===== config.mk =====
export PLATFORM = sky130hd
export DESIGN_NAME = mem_access_unit_flat
export DESIGN_NICKNAME = d
export VERILOG_FILES = /design/src/rtl/mem_pkg.sv /design/src/rtl/mem_access_unit_if.sv /design/src/rtl/mem_lane_align.sv /design/src/rtl/mem_access_unit.sv /design/src/flat_wrapper.sv
export SDC_FILE = /design/constraint.sdc
export NUM_CORES = 1
export LEC_CHECK = 0
export BUFFER_PORTS_ARGS = -buffer_cell sky130_fd_sc_hd__buf_2
export CAP_MARGIN = 20
export CORE_ASPECT_RATIO = 1.25
export CORE_UTILIZATION = 30
export CTS_CLUSTER_SIZE = 12
export DETAILED_ROUTE_END_ITERATION = 16
export GPL_TIMING_DRIVEN = 0
export PLACE_DENSITY_LB_ADDON = 0.05
export SYNTH_ARGS = -nofsm -noshare
export SYNTH_HDL_FRONTEND = slang
export SYNTH_SLANG_ARGS = --single-unit

===== constraint.sdc =====
create_clock -name clk -period 3.4 [get_ports clk]
set_input_delay 0.51 -clock clk [delete_from_list [all_inputs] [get_ports clk]]
set_output_delay 0.51 -clock clk [all_outputs]
set_load 0.02 [all_outputs]

===== src/rtl/mem_pkg.sv =====
// Shared definitions for the M-stage data-memory access unit: op codes,
// FSM states, bus size codes and small op classification helpers.
package mem_pkg;

  typedef enum logic [3:0] {
    NONE = 4'd0,
    LB, LBU, LH, LHU, LW, LWU, LD,
    SB, SH, SW, SD,
    LWL, LWR, SWL, SWR
  } mem_op_e;

  typedef enum logic [2:0] {
    IDLE,
    REQ,
    WAIT,
    DONE,
    DRAIN
  } mem_state_e;

  localparam logic [1:0] SIZE_B = 2'd0;
  localparam logic [1:0] SIZE_H = 2'd1;
  localparam logic [1:0] SIZE_W = 2'd2;
  localparam logic [1:0] SIZE_D = 2'd3;

  function automatic logic op_is_load(mem_op_e op);
    return op inside {LB, LBU, LH, LHU, LW, LWU, LD, LWL, LWR};
  endfunction

  function automatic logic op_is_store(mem_op_e op);
    return op inside {SB, SH, SW, SD, SWL, SWR};
  endfunction

  function automatic logic op_is_unaligned(mem_op_e op);
    return op inside {LWL, LWR, SWL, SWR};
  endfunction

  function automatic logic [1:0] op_size(mem_op_e op);
    logic [1:0] size;
    case (op)
      LB, LBU, SB: size = SIZE_B;
      LH, LHU, SH: size = SIZE_H;
      LD, SD:      size = SIZE_D;
      default:     size = SIZE_W;
    endcase
    return size;
  endfunction

endpackage


===== src/rtl/mem_access_unit_if.sv =====
// Signal bundle between the M stage, the access unit and the data bus.
// master = the access unit itself, slave = the M stage plus bus bridge side.
interface mem_access_unit_if #(
  parameter int DATA_W = 32,
  parameter int ADDR_W = 32
);
  import mem_pkg::*;

  localparam int BYTES = DATA_W / 8;

  // M-stage side: req_valid presents an op; stall holds the stage until the
  // op is done. rdata_valid marks a load result, consumed when m_allowin = 1.
  logic              req_valid;
  mem_op_e           mem_op;
  logic [ADDR_W-1:0] addr;
  logic [DATA_W-1:0] wdata;
  logic [DATA_W-1:0] rt_old;
  logic              flush;
  logic              m_allowin;
  logic              stall;
  logic              rdata_valid;
  logic [DATA_W-1:0] rdata;
  logic              addr_err_load;
  logic              addr_err_store;
  logic              op_reserved;
  logic [ADDR_W-1:0] badvaddr;

  // Bus side: request fields are stable while data_req = 1; the request is
  // taken in the cycle data_addr_ok = 1, and data_data_ok = 1 returns the
  // read data or acknowledges the write.
  logic              data_req;
  logic              data_wr;
  logic [1:0]        data_size;
  logic [ADDR_W-1:0] data_addr;
  logic [BYTES-1:0]  data_wstrb;
  logic [DATA_W-1:0] data_wdata;
  logic              data_addr_ok;
  logic              data_data_ok;
  logic [DATA_W-1:0] data_rdata;

  mem_state_e        dbg_state;

  modport master (
    input  req_valid, mem_op, addr, wdata, rt_old, flush, m_allowin,
    input  data_addr_ok, data_data_ok, data_rdata,
    output stall, rdata_valid, rdata, addr_err_load, addr_err_store,
    output op_reserved, badvaddr,
    output data_req, data_wr, data_size, data_addr, data_wstrb, data_wdata,
    output dbg_state
  );

  modport slave (
    output req_valid, mem_op, addr, wdata, rt_old, flush, m_allowin,
    output data_addr_ok, data_data_ok, data_rdata,
    input  stall, rdata_valid, rdata, addr_err_load, addr_err_store,
    input  op_reserved, badvaddr,
    input  data_req, data_wr, data_size, data_addr, data_wstrb, data_wdata,
    input  dbg_state
  );

endinterface


===== src/rtl/mem_lane_align.sv =====
// Byte-lane steering for stores and extraction/merge for loads, little-endian.
// Purely combinational; the store side and the load side are independent.
module mem_lane_align
  import mem_pkg::*;
#(
  parameter int DATA_W = 32
) (
  input  mem_op_e                      i_st_op,
  input  logic [$clog2(DATA_W/8)-1:0]  i_st_ofs,
  input  logic [DATA_W-1:0]            i_wdata,
  output logic [DATA_W/8-1:0]          o_wstrb,
  output logic [DATA_W-1:0]            o_wdata,
  input  mem_op_e                      i_ld_op,
  input  logic [$clog2(DATA_W/8)-1:0]  i_ld_ofs,
  input  logic [DATA_W-1:0]            i_rdata,
  input  logic [31:0]                  i_rt_old,
  output logic [DATA_W-1:0]            o_ld_data
);

  localparam int BYTES = DATA_W / 8;
  localparam int OFS_W = $clog2(BYTES);

  logic [OFS_W-1:0]  w_st_wofs;
  logic [1:0]        w_st_o;
  logic [31:0]       w_st_word;
  logic [3:0]        w_st_mask4;
  logic [OFS_W-1:0]  w_ld_wofs;
  logic [1:0]        w_ld_o;
  logic [DATA_W-1:0] w_ld_sh;
  logic [31:0]       w_ld_mem;
  logic [31:0]       w_lwl;
  logic [31:0]       w_lwr;

  // Offset of the 32-bit word lane inside the data path (0 or 4 at 64 bits).
  assign w_st_wofs = i_st_ofs & ~OFS_W'(3);
  assign w_st_o    = i_st_ofs[1:0];

  always_comb begin
    w_st_word  = i_wdata[31:0];
    w_st_mask4 = 4'hF;
    o_wdata    = '0;
    o_wstrb    = '0;
    case (i_st_op)
      SB: begin
        o_wdata = {BYTES{i_wdata[7:0]}};
        o_wstrb = BYTES'(1) << i_st_ofs;
      end
      SH: begin
        o_wdata = {(BYTES/2){i_wdata[15:0]}};
        o_wstrb = BYTES'(2'b11) << i_st_ofs;
      end
      SW: begin
        o_wdata = {(BYTES/4){i_wdata[31:0]}};
        o_wstrb = BYTES'(4'hF) << i_st_ofs;
      end
      SD: begin
        o_wdata = i_wdata;
        o_wstrb = '1;
      end
      SWL: begin
        w_st_word  = i_wdata[31:0] >> {~w_st_o, 3'b000};
        w_st_mask4 = 4'hF >> ~w_st_o;
        o_wdata    = {(BYTES/4){w_st_word}};
        o_wstrb    = BYTES'(w_st_mask4) << w_st_wofs;
      end
      SWR: begin
        w_st_word  = i_wdata[31:0] << {w_st_o, 3'b000};
        w_st_mask4 = 4'hF << w_st_o;
        o_wdata    = {(BYTES/4){w_st_word}};
        o_wstrb    = BYTES'(w_st_mask4) << w_st_wofs;
      end
      default: ;
    endcase
  end

  assign w_ld_wofs = i_ld_ofs & ~OFS_W'(3);
  assign w_ld_o    = i_ld_ofs[1:0];
  assign w_ld_sh   = i_rdata >> {i_ld_ofs, 3'b000};
  assign w_ld_mem  = 32'(i_rdata >> {w_ld_wofs, 3'b000});

  // Memory bytes fill the top (LWL) or bottom (LWR) of the word; the
  // remaining bytes keep the old register value.
  assign w_lwl = (w_ld_mem << {~w_ld_o, 3'b000}) |
                 (i_rt_old & ~(32'hFFFF_FFFF << {~w_ld_o, 3'b000}));
  assign w_lwr = (w_ld_mem >> {w_ld_o, 3'b000}) |
                 (i_rt_old & ~(32'hFFFF_FFFF >> {w_ld_o, 3'b000}));

  always_comb begin
    o_ld_data = '0;
    case (i_ld_op)
      LB:      o_ld_data = DATA_W'($signed(w_ld_sh[7:0]));
      LBU:     o_ld_data = DATA_W'(w_ld_sh[7:0]);
      LH:      o_ld_data = DATA_W'($signed(w_ld_sh[15:0]));
      LHU:     o_ld_data = DATA_W'(w_ld_sh[15:0]);
      LW:      o_ld_data = DATA_W'($signed(w_ld_sh[31:0]));
      LWU:     o_ld_data = DATA_W'(w_ld_sh[31:0]);
      LD:      o_ld_data = w_ld_sh;
      LWL:     o_ld_data = DATA_W'($signed(w_lwl));
      LWR:     o_ld_data = DATA_W'($signed(w_lwr));
      default: ;
    endcase
  end

endmodule


===== src/rtl/mem_access_unit.sv =====
// Data-memory access unit: alignment checks, request/response handshake with
// the data bus, M-stage stall generation and registered load results.
module mem_access_unit
  import mem_pkg::*;
#(
  parameter int DATA_W       = 32,
  parameter int ADDR_W       = 32,
  parameter bit EN_UNALIGNED = 1'b1
) (
  input  logic                clk,
  input  logic                resetn,
  mem_access_unit_if.master   mif
);

  localparam int BYTES = DATA_W / 8;
  localparam int OFS_W = $clog2(BYTES);

  mem_state_e        r_state;
  mem_state_e        w_next;
  mem_op_e           r_op;
  logic [OFS_W-1:0]  r_ofs;
  logic [31:0]       r_rt_old;
  logic              r_data_wr;
  logic [1:0]        r_data_size;
  logic [ADDR_W-1:0] r_data_addr;
  logic [BYTES-1:0]  r_data_wstrb;
  logic [DATA_W-1:0] r_data_wdata;
  logic [DATA_W-1:0] r_rdata;
  logic              r_rdata_valid;

  logic [OFS_W-1:0]  w_ofs;
  logic              w_is_ld;
  logic              w_is_st;
  logic              w_misalign;
  logic              w_reserved;
  logic              w_eval;
  logic              w_err_ld;
  logic              w_err_st;
  logic              w_accept;
  logic              w_stall;
  logic [ADDR_W-1:0] w_req_addr;
  logic [BYTES-1:0]  w_st_wstrb;
  logic [DATA_W-1:0] w_st_wdata;
  logic [DATA_W-1:0] w_ld_data;

  assign w_ofs   = mif.addr[OFS_W-1:0];
  assign w_is_ld = op_is_load(mif.mem_op);
  assign w_is_st = op_is_store(mif.mem_op);

  always_comb begin
    w_misalign = 1'b0;
    w_reserved = 1'b0;
    case (mif.mem_op)
      LH, LHU, SH: w_misalign = mif.addr[0];
      LW, LWU, SW: w_misalign = |mif.addr[1:0];
      LD, SD: begin
        if (DATA_W == 64) w_misalign = |mif.addr[2:0];
        else              w_reserved = 1'b1;
      end
      LWL, LWR, SWL, SWR: w_reserved = !EN_UNALIGNED;
      default: ;
    endcase
  end

  // Faults are only reported for an op the unit is actually looking at.
  assign w_eval   = (r_state == IDLE) && mif.req_valid && (mif.mem_op != NONE);
  assign w_err_ld = w_eval && w_misalign && w_is_ld;
  assign w_err_st = w_eval && w_misalign && w_is_st;
  assign w_accept = w_eval && !w_misalign && !w_reserved && !mif.flush;

  assign w_req_addr = op_is_unaligned(mif.mem_op) ?
                      {mif.addr[ADDR_W-1:2], 2'b00} : mif.addr;

  mem_lane_align #(.DATA_W(DATA_W)) u_lane (
    .i_st_op   (mif.mem_op),
    .i_st_ofs  (w_ofs),
    .i_wdata   (mif.wdata),
    .o_wstrb   (w_st_wstrb),
    .o_wdata   (w_st_wdata),
    .i_ld_op   (r_op),
    .i_ld_ofs  (r_ofs),
    .i_rdata   (mif.data_rdata),
    .i_rt_old  (r_rt_old),
    .o_ld_data (w_ld_data)
  );

  always_comb begin
    w_next  = r_state;
    w_stall = 1'b0;
    case (r_state)
      IDLE: begin
        w_stall = w_accept;
        if (w_accept) w_next = REQ;
      end
      REQ: begin
        w_stall = 1'b1;
        if (mif.data_addr_ok) w_next = mif.flush ? DRAIN : WAIT;
        else if (mif.flush)   w_next = IDLE;
      end
      WAIT: begin
        w_stall = 1'b1;
        if (mif.data_data_ok) w_next = mif.flush ? IDLE : DONE;
        else if (mif.flush)   w_next = DRAIN;
      end
      DONE: begin
        if (mif.m_allowin || mif.flush) w_next = IDLE;
      end
      DRAIN: begin
        // An accepted request still owes a response; it is swallowed here.
        w_stall = mif.req_valid;
        if (mif.data_data_ok) w_next = IDLE;
      end
      default: w_next = IDLE;
    endcase
  end

  always_ff @(posedge clk or negedge resetn) begin
    if (!resetn) begin
      r_state       <= IDLE;
      r_op          <= NONE;
      r_ofs         <= '0;
      r_rt_old      <= '0;
      r_data_wr     <= 1'b0;
      r_data_size   <= '0;
      r_data_addr   <= '0;
      r_data_wstrb  <= '0;
      r_data_wdata  <= '0;
      r_rdata       <= '0;
      r_rdata_valid <= 1'b0;
    end else begin
      r_state <= w_next;
      if (w_accept) begin
        r_op         <= mif.mem_op;
        r_ofs        <= w_ofs;
        r_rt_old     <= mif.rt_old[31:0];
        r_data_wr    <= w_is_st;
        r_data_size  <= op_size(mif.mem_op);
        r_data_addr  <= w_req_addr;
        r_data_wstrb <= w_st_wstrb;
        r_data_wdata <= w_st_wdata;
      end
      if (r_state == WAIT && mif.data_data_ok && !mif.flush) begin
        r_rdata_valid <= op_is_load(r_op);
        if (op_is_load(r_op)) r_rdata <= w_ld_data;
      end else if (r_state == DONE && (mif.m_allowin || mif.flush)) begin
        r_rdata_valid <= 1'b0;
      end
    end
  end

  assign mif.stall          = w_stall;
  assign mif.rdata_valid    = r_rdata_valid;
  assign mif.rdata          = r_rdata;
  assign mif.addr_err_load  = w_err_ld;
  assign mif.addr_err_store = w_err_st;
  assign mif.op_reserved    = w_eval && w_reserved;
  assign mif.badvaddr       = (w_err_ld || w_err_st || (w_eval && w_reserved)) ?
                              mif.addr : '0;
  assign mif.data_req       = (r_state == REQ);
  assign mif.data_wr        = r_data_wr;
  assign mif.data_size      = r_data_size;
  assign mif.data_addr      = r_data_addr;
  assign mif.data_wstrb     = r_data_wstrb;
  assign mif.data_wdata     = r_data_wdata;
  assign mif.dbg_state      = r_state;

endmodule

===== src/flat_wrapper.sv =====
// flat-port wrapper written by rule: the top's interface ports become plain ports
module mem_access_unit_flat import mem_pkg::*;
#(
  parameter int DATA_W       = 32,
  parameter int ADDR_W       = 32,
  parameter bit EN_UNALIGNED = 1'b1
)
  (clk, resetn, mif_req_valid, mif_mem_op, mif_addr, mif_wdata, mif_rt_old, mif_flush, mif_m_allowin, mif_data_addr_ok, mif_data_data_ok, mif_data_rdata, mif_stall, mif_rdata_valid, mif_rdata, mif_addr_err_load, mif_addr_err_store, mif_op_reserved, mif_badvaddr, mif_data_req, mif_data_wr, mif_data_size, mif_data_addr, mif_data_wstrb, mif_data_wdata, mif_dbg_state);
  mem_access_unit_if #(.DATA_W(DATA_W), .ADDR_W(ADDR_W)) mif_i ();
  input  logic clk;
  input  logic resetn;
  input wire logic [$bits(mif_i.req_valid)-1:0] mif_req_valid;
  input wire logic [$bits(mif_i.mem_op)-1:0] mif_mem_op;
  input wire logic [$bits(mif_i.addr)-1:0] mif_addr;
  input wire logic [$bits(mif_i.wdata)-1:0] mif_wdata;
  input wire logic [$bits(mif_i.rt_old)-1:0] mif_rt_old;
  input wire logic [$bits(mif_i.flush)-1:0] mif_flush;
  input wire logic [$bits(mif_i.m_allowin)-1:0] mif_m_allowin;
  input wire logic [$bits(mif_i.data_addr_ok)-1:0] mif_data_addr_ok;
  input wire logic [$bits(mif_i.data_data_ok)-1:0] mif_data_data_ok;
  input wire logic [$bits(mif_i.data_rdata)-1:0] mif_data_rdata;
  output wire logic [$bits(mif_i.stall)-1:0] mif_stall;
  output wire logic [$bits(mif_i.rdata_valid)-1:0] mif_rdata_valid;
  output wire logic [$bits(mif_i.rdata)-1:0] mif_rdata;
  output wire logic [$bits(mif_i.addr_err_load)-1:0] mif_addr_err_load;
  output wire logic [$bits(mif_i.addr_err_store)-1:0] mif_addr_err_store;
  output wire logic [$bits(mif_i.op_reserved)-1:0] mif_op_reserved;
  output wire logic [$bits(mif_i.badvaddr)-1:0] mif_badvaddr;
  output wire logic [$bits(mif_i.data_req)-1:0] mif_data_req;
  output wire logic [$bits(mif_i.data_wr)-1:0] mif_data_wr;
  output wire logic [$bits(mif_i.data_size)-1:0] mif_data_size;
  output wire logic [$bits(mif_i.data_addr)-1:0] mif_data_addr;
  output wire logic [$bits(mif_i.data_wstrb)-1:0] mif_data_wstrb;
  output wire logic [$bits(mif_i.data_wdata)-1:0] mif_data_wdata;
  output wire logic [$bits(mif_i.dbg_state)-1:0] mif_dbg_state;
  assign mif_i.req_valid = mif_req_valid;
  assign mif_i.mem_op = mif_mem_op;
  assign mif_i.addr = mif_addr;
  assign mif_i.wdata = mif_wdata;
  assign mif_i.rt_old = mif_rt_old;
  assign mif_i.flush = mif_flush;
  assign mif_i.m_allowin = mif_m_allowin;
  assign mif_i.data_addr_ok = mif_data_addr_ok;
  assign mif_i.data_data_ok = mif_data_data_ok;
  assign mif_i.data_rdata = mif_data_rdata;
  assign mif_stall = mif_i.stall;
  assign mif_rdata_valid = mif_i.rdata_valid;
  assign mif_rdata = mif_i.rdata;
  assign mif_addr_err_load = mif_i.addr_err_load;
  assign mif_addr_err_store = mif_i.addr_err_store;
  assign mif_op_reserved = mif_i.op_reserved;
  assign mif_badvaddr = mif_i.badvaddr;
  assign mif_data_req = mif_i.data_req;
  assign mif_data_wr = mif_i.data_wr;
  assign mif_data_size = mif_i.data_size;
  assign mif_data_addr = mif_i.data_addr;
  assign mif_data_wstrb = mif_i.data_wstrb;
  assign mif_data_wdata = mif_i.data_wdata;
  assign mif_dbg_state = mif_i.dbg_state;
  mem_access_unit #(.DATA_W(DATA_W), .ADDR_W(ADDR_W), .EN_UNALIGNED(EN_UNALIGNED)) u_core (.clk(clk), .resetn(resetn), .mif(mif_i));
endmodule

* Word-level counts from Yosys, hierarchy flattened *
Memory sizes are Yosys's and may differ from the RTL's. A register that Yosys moved wholly into a read port is not among the register bits.
Index checks and enable logic that the tools add are counted.

storage, ports and cells
  memories kept = 1
  output and inout bits = 144
  ROM bits = 32
  bits in writable memories = 0
  bits in registers = 143
  bits in latches = 0

cells by class
  bitwise operators = 8
  multipliers = 0
  reduce and logical (&&, ||, !) cells = 36
  order comparisons = 0
  divide/modulo/power cells = 0
  shifts and indexed selects = 10
  muxes and demuxes = 20
  add/sub/neg operators = 0
  equality and inequality tests = 33

memory list
  name              depth  bits a word  read ports  clocked after Yosys merged registers in  write ports  RTL line       source
  (name not given)  16     2            1           1                                        0            mem_pkg.sv:39  case (op)

operators with widths
  operator                 count
  $pmux W32 S7             1
  $pmux W32 S5             1
  $and A32 B32 Y32         2
  $not A32 Y32             2
  $or A32 B32 Y32          2
  $shl A32 B5 Y32          2
  $shr A32 B5 Y32          2
  $eq A4 B4 Y1 const B     10
  $eq A4 B3 Y1 const B     8
  $mux W32                 1
  $shl A32 B5 Y32 const A  1
  $shr A32 B5 Y32 const A  1
  $mux W3                  8
  $pmux W4 S5              1
  $reduce_bool A9 Y1       2
  $eq A4 B2 Y1 const B     4
  $pmux W3 S5              1
  $logic_and A1 B1 Y1      12
  $reduce_or A2 Y1         5
  $reduce_or A3 Y1         3
  $eq A4 B1 Y1 const B     2
  $reduce_bool A4 Y1       2
  $eq A3 B2 Y1 const B     2
  $ne A3 B3 Y1 const B     2
  20 further kinds         30

* Depth between registers and ports, before layout *
  word-level depth = 9
  depth in mapped cells = 11
  gate-level depth less buffers = 6

* Hierarchy *
From an unflattened synthesis, not the netlist that was laid out.

second synthesis, totals
  cell total of the unflattened synthesis = 829
  area, all modules = 9385.3 um2

by module, submodules not included
  module           area each (um2)  seq. area each (um2)  instances  cells each
  mem_access_unit  6476.2           3628.5                1          420
  mem_lane_align   2909.0           0.0                   1          409

* Worst setup path before layout *
OpenSTA, ideal clock, no wires.

  kind = input -> output
  start = in mif_mem_op[0]
  end = out mif_addr_err_store
  data required time = 2.890 ns
  stages = 8
  setup slack = 0.509 ns
  arrival time = 2.381 ns
  path buffers = 3
  cell sequence = inv_1 ha_1 clkbuf_1 a21oi_1 a221o_1 buf_2 clkbuf_1 nor4_1

between the ends
  word-level cells in the longest chain between the ends = 5

ends and longest elaborated chain
  element                                     RTL line                              source
  from (decl)                                 flat_wrapper.sv:13                    input wire logic [$bits(mif_i.mem_op)-1:0] mif_mem_op;
  $eq A4 B4 Y1, or another cell as far along  mem_pkg.sv:30, mem_access_unit.sv:53
  $reduce_or A3 Y1                            mem_access_unit.sv:53                 case (mif.mem_op)
  $pmux W1 S2                                 mem_access_unit.sv:53
  $logic_and A1 B1 Y1                         mem_access_unit.sv:68                 assign w_err_st = w_eval && w_misalign && w_is_st;
  $logic_and A1 B1 Y1 (*)                     mem_access_unit.sv:68
  to (decl)                                   flat_wrapper.sv:26                    output wire logic [$bits(mif_i.addr_err_store)-1:0] mif_addr_err_store;

Every way passes the cells marked *; elsewhere a longest branch is shown, timed or not.

* Worst setup path after layout *
  start = in mif_mem_op[0]
  end = out mif_badvaddr[1]

between the ends
  word-level cells in the longest chain between the ends = 8

ends and longest elaborated chain
  element                                        RTL line                                      source
  $eq A4 B4 Y1, or another cell as far along     mem_pkg.sv:30, mem_access_unit.sv:53
  $reduce_or A3 Y1                               mem_access_unit.sv:53
  $pmux W1 S2                                    mem_access_unit.sv:53
  $logic_and A1 B1 Y1                            mem_access_unit.sv:67, mem_access_unit.sv:68
  $logic_and A1 B1 Y1, on equally long branches  mem_access_unit.sv:67, mem_access_unit.sv:68
  $logic_or A1 B1 Y1                             mem_access_unit.sv:157                        assign mif.badvaddr = (w_err_ld || w_err_st || (w_eval && w_reserved)) ?
  $logic_or A1 B1 Y1 (*)                         mem_access_unit.sv:157
  $mux W32 (*)                                   mem_access_unit.sv:157
  to (decl)                                      flat_wrapper.sv:28                            output wire logic [$bits(mif_i.badvaddr)-1:0] mif_badvaddr;

Marked as above.

==> impl_metrics.csv <==
group,metric,value,unit
global_routing,antenna_violations_before_repair,0,
synth,synth_adder_area_share,0.857,%
sta,grt_setup_unrepaired,"no",
synth,synthSimpleGateAreaFrac,11.0,%
global_routing,grt_overflow,0,
run,cap_viol_max_count,0,
global_routing,grt_start_max_net_pins,79,
critical_path,reg2reg_to,"u_core.mif.rdata[23]",
critical_path,r2r_start,"u_core.r_op[1]",
sta,max_freq,309,MHz
clocking,h-tree-depth,4,
final_layout,nets,1297,
critical_path,timing.critical_path.from_type,"primary input",
sta,fin_hold_ws,0.0597,ns
floorplanning,die-area,29900,um^2
global_routing,first_global_vias,8309,
synth,synth_ff_type,"sky130_fd_sc_hd__dfrtp_1",
synth,synth-compound-area-share,20.1,%
route,drcViolationCount,0,
synth,synth_fp_nets,993,
critical_path,timing.reg2reg.worst_path_depth,6,
placement,dpl.hpwl,25.9,mm
critical_path,worst-path-max-fanout,10,
power,powerDensity,766,nW/um^2
sta,slew_headroom,31.3,%
floorplanning,die_h,193,um
clocking,clk_path_buf_depth,2,
placement,placedInstanceArea,10700,um^2
clocking,cts_tree,"built",
floorplanning,placeableCoreArea,28600,um^2
synth,seq_area_frac_synth,41.4,%
critical_path,cp.arrival,2.72,ns
final_layout,post-route-util,39.7,%
synth,synth_xor_area_share,0.0999,%
sta,max_slew.worst_pin.slew,1.03,ns
synth,synthesis.area_per_instance,10.3,um^2
synth,yosys_warnings,0,
final_layout,syn_to_layout_area_delta,29.5,%
critical_path,crit_type,"in -> out",
critical_path,timing.reg2reg.setup_slack,0.51,ns
route,vias,8335,
final_layout,final.fill_count,3034,
synth,yosys.area.top_type_share,41.4,%
synth,edff_count_synth,0,
route,dr.pass1.iters,7,
floorplanning,chipWidth,155,um
clocking,cts.clk_slew.worst_paths,0.06,ns
run_status,status,"completed",
sta,finalWorstPathRequiredPeriod,3.23,ns
critical_path,worstSetupEndpointType,"primary output",
final_layout,final_area,11400,um^2
floorplanning,initial_utilization,30.7,%
min_path,hold_path.class,"in -> async",
synth,post_synth_mux_area_share,21.4,%
synth,yosys_register_bits,145,
placement,finalWeightedCongestion,0.928,
route,viasPerCell,5.36,
route,drt-total-wl,34.2,mm
synth,ys_async_sr_fraction,100,%
final_layout,insertedDiodeCount,0,
power,max_rail_drop_vdd,0.282,mV
clocking,cts_inserted_buffers,17,
floorplanning,core.rowCount,69,
clocking,clock_insertion_delay_worst_skew,0.43,ns
final_layout,drive_above_1_share,39.1,%
synth,post_synth_num_cell_types,61,
clocking,cts_sinks,145,
route,drt_iter0_markers,500,
synth,synth.cells.most_frequent,"145 x sky130_fd_sc_hd__dfrtp_1, 105 x sky130_fd_sc_hd__mux2_2, 60 x sky130_fd_sc_hd__mux2i_1, 48 x sky130_fd_sc_hd__a31oi_1",
synth,number_of_cells_produced_by_synthesis,848,
sta,finalSetupViolations,0,
synth,post-synth-top-count-cell,"sky130_fd_sc_hd__dfrtp_1",
global_routing,grt_first_pass_wirelength,50.6,mm
synth,yosysTopAreaCell,"sky130_fd_sc_hd__dfrtp_1",
sta,min_period_over_period,95.1,%
critical_path,worst_ep_required_time,2.89,ns
power,total_power,8.69,mW
sta,worst_clock_skew,0.0138,ns
sta,drv_slew,0,
power,power.leakage,5.15,nW
critical_path,critPathCapture,"mif_badvaddr[1]",
global_routing,global_route.usage.total,22.7,%
clocking,root_buffer_master,"sky130_fd_sc_hd__clkbuf_16",
sta,setup_tns,0,ns
sta,final_hold_viol_count,0,
synth,synth_area_leaders,"sky130_fd_sc_hd__dfrtp_1 41%, sky130_fd_sc_hd__mux2_2 13%, sky130_fd_sc_hd__mux2i_1 6.9%",
floorplanning,io-pin-count,283,
clocking,cts-hold-fix-buffers,0,
route,drt-wirelength-per-cell,22.0,um
placement,io_buffers,280,
route,antenna_left,0,
critical_path,startpoint,"mif_mem_op[0]",
synth,synthesis.area,8760,um^2
synth,synth_top_family_by_area,"multiplexers",
repair_timing:
action,4_1_cts,5_1_grt
pin swaps,1,0
endpoints found under the setup margin,33,30
buffers inserted,1,0
gates resized for setup,5,6
state kept, by name, indices dropped and copies added (netlist names):
register,flops
u_core.r_ofs,2
u_core.mif.dbg_state,3
u_core.mif.rdata,32
u_core.mif.data_size,2
u_core.r_rt_old,32
u_core.mif.data_wstrb,4
u_core.mif.data_wdata,32
u_core.r_op,4
u_core.mif.data_addr,32
u_core.mif.rdata_valid,1
u_core.mif.data_wr,1
area by class of cell:
type | count | area [um^2] | share of cell area [%]
well taps | 390 | 488 | 4.30
flip-flops and latches | 145 | 3630 | 32.0
clock buffers | 18 | 439 | 3.87
repair buffers | 285 | 1460 | 12.9
plain buffers | 72 | 360 | 3.17
clock inverters | 14 | 173 | 1.52
multi-input cells | 604 | 4700 | 41.4
inverters | 27 | 101 | 0.893
per-stage QoR:
step                      worst slack [ns]  instances
after floorplan                      0.509        848
after global placement              -0.660       1518
after detailed placement            -0.559       1522
after CTS                          0.00104       1555
after global routing               0.00576       1555
final                                0.165       1555
cell families (layout without fill, tap and decap cells):
| logic type | Yosys count | count (layout) |
|---|---|---|
| compound gates | 244 | 244 |
| xor+xnor | 1 | 1 |
| mux | 171 | 171 |
| simple gates | 182 | 182 |
| flops | 145 | 145 |
| buf+inv | 99 | 416 |
| fa+ha+maj | 6 | 6 |
critical path, stage by stage:
cell	delay, ns
sky130_fd_sc_hd__buf_2	0.14
sky130_fd_sc_hd__inv_1	0.10
sky130_fd_sc_hd__ha_1	0.15
sky130_fd_sc_hd__clkbuf_1	0.28
sky130_fd_sc_hd__a21oi_1	0.08
sky130_fd_sc_hd__a221o_1	0.35
sky130_fd_sc_hd__buf_2	0.23
sky130_fd_sc_hd__a21oi_4	0.27
sky130_fd_sc_hd__clkbuf_2	0.27
sky130_fd_sc_hd__and2_1	0.15
sky130_fd_sc_hd__buf_2	0.16
per-layer routing:
| metal | GRT usage, % | wire (um) | vias up |
|---|---|---|---|
| met4 | 9.14 | 895 | 0 |
| met2 | 41.3 | 18100 | 323 |
| met1 | 26.3 | 13200 | 4132 |
| li1 | - | - | 3828 |
| met3 | 4.29 | 1970 | 52 |
| met5 | 0 | 0 | - |
where the power goes:
part / leakage, nW / internal [mW] / switching, mW
clock: 0.298 / 1.13 / 0.857
sequential: 1.77 / 2.44 / 0.421
combinational: 3.08 / 1.50 / 2.34
how the worst min path moves through the flow:
stage / cells past startpoint / endpoint / startpoint
2_1_floorplan: 0 / u_core.mif.data_addr[0] / resetn
3_3_place_gp: 2 / u_core.mif.rdata[6] / u_core.mif.rdata[6]
3_5_place_dp: 2 / u_core.mif.rdata[6] / u_core.mif.rdata[6]
4_1_cts: 1 / u_core.r_rt_old[21] / resetn
5_1_grt: 1 / u_core.r_rt_old[28] / resetn
6_report: 1 / u_core.r_rt_old[21] / resetn
layout by cell type, fill, tap and decap left out, drive strengths merged, types with 6 or more instances in the layout:
cell type | synthesis | final
buf | 25 | 310
dfrtp | 145 | 145
mux2 | 109 | 109
clkbuf | 47 | 65
mux2i | 60 | 60
a31oi | 48 | 48
nand2 | 47 | 47
nor2 | 40 | 40
o21ai | 40 | 40
and2 | 35 | 35
a21oi | 34 | 34
inv | 26 | 32
a222oi | 23 | 23
a32oi | 16 | 16
nand3b | 13 | 13
a211oi | 13 | 13
nand2b | 11 | 11
a221o | 11 | 11
nor2b | 10 | 10
a22oi | 10 | 10
o211ai | 9 | 9
o2bb2ai | 8 | 8
a22o | 8 | 8
ha | 6 | 6
clkinv | 1 | 6
Note: power is estimated with default switching activity, not from simulation.
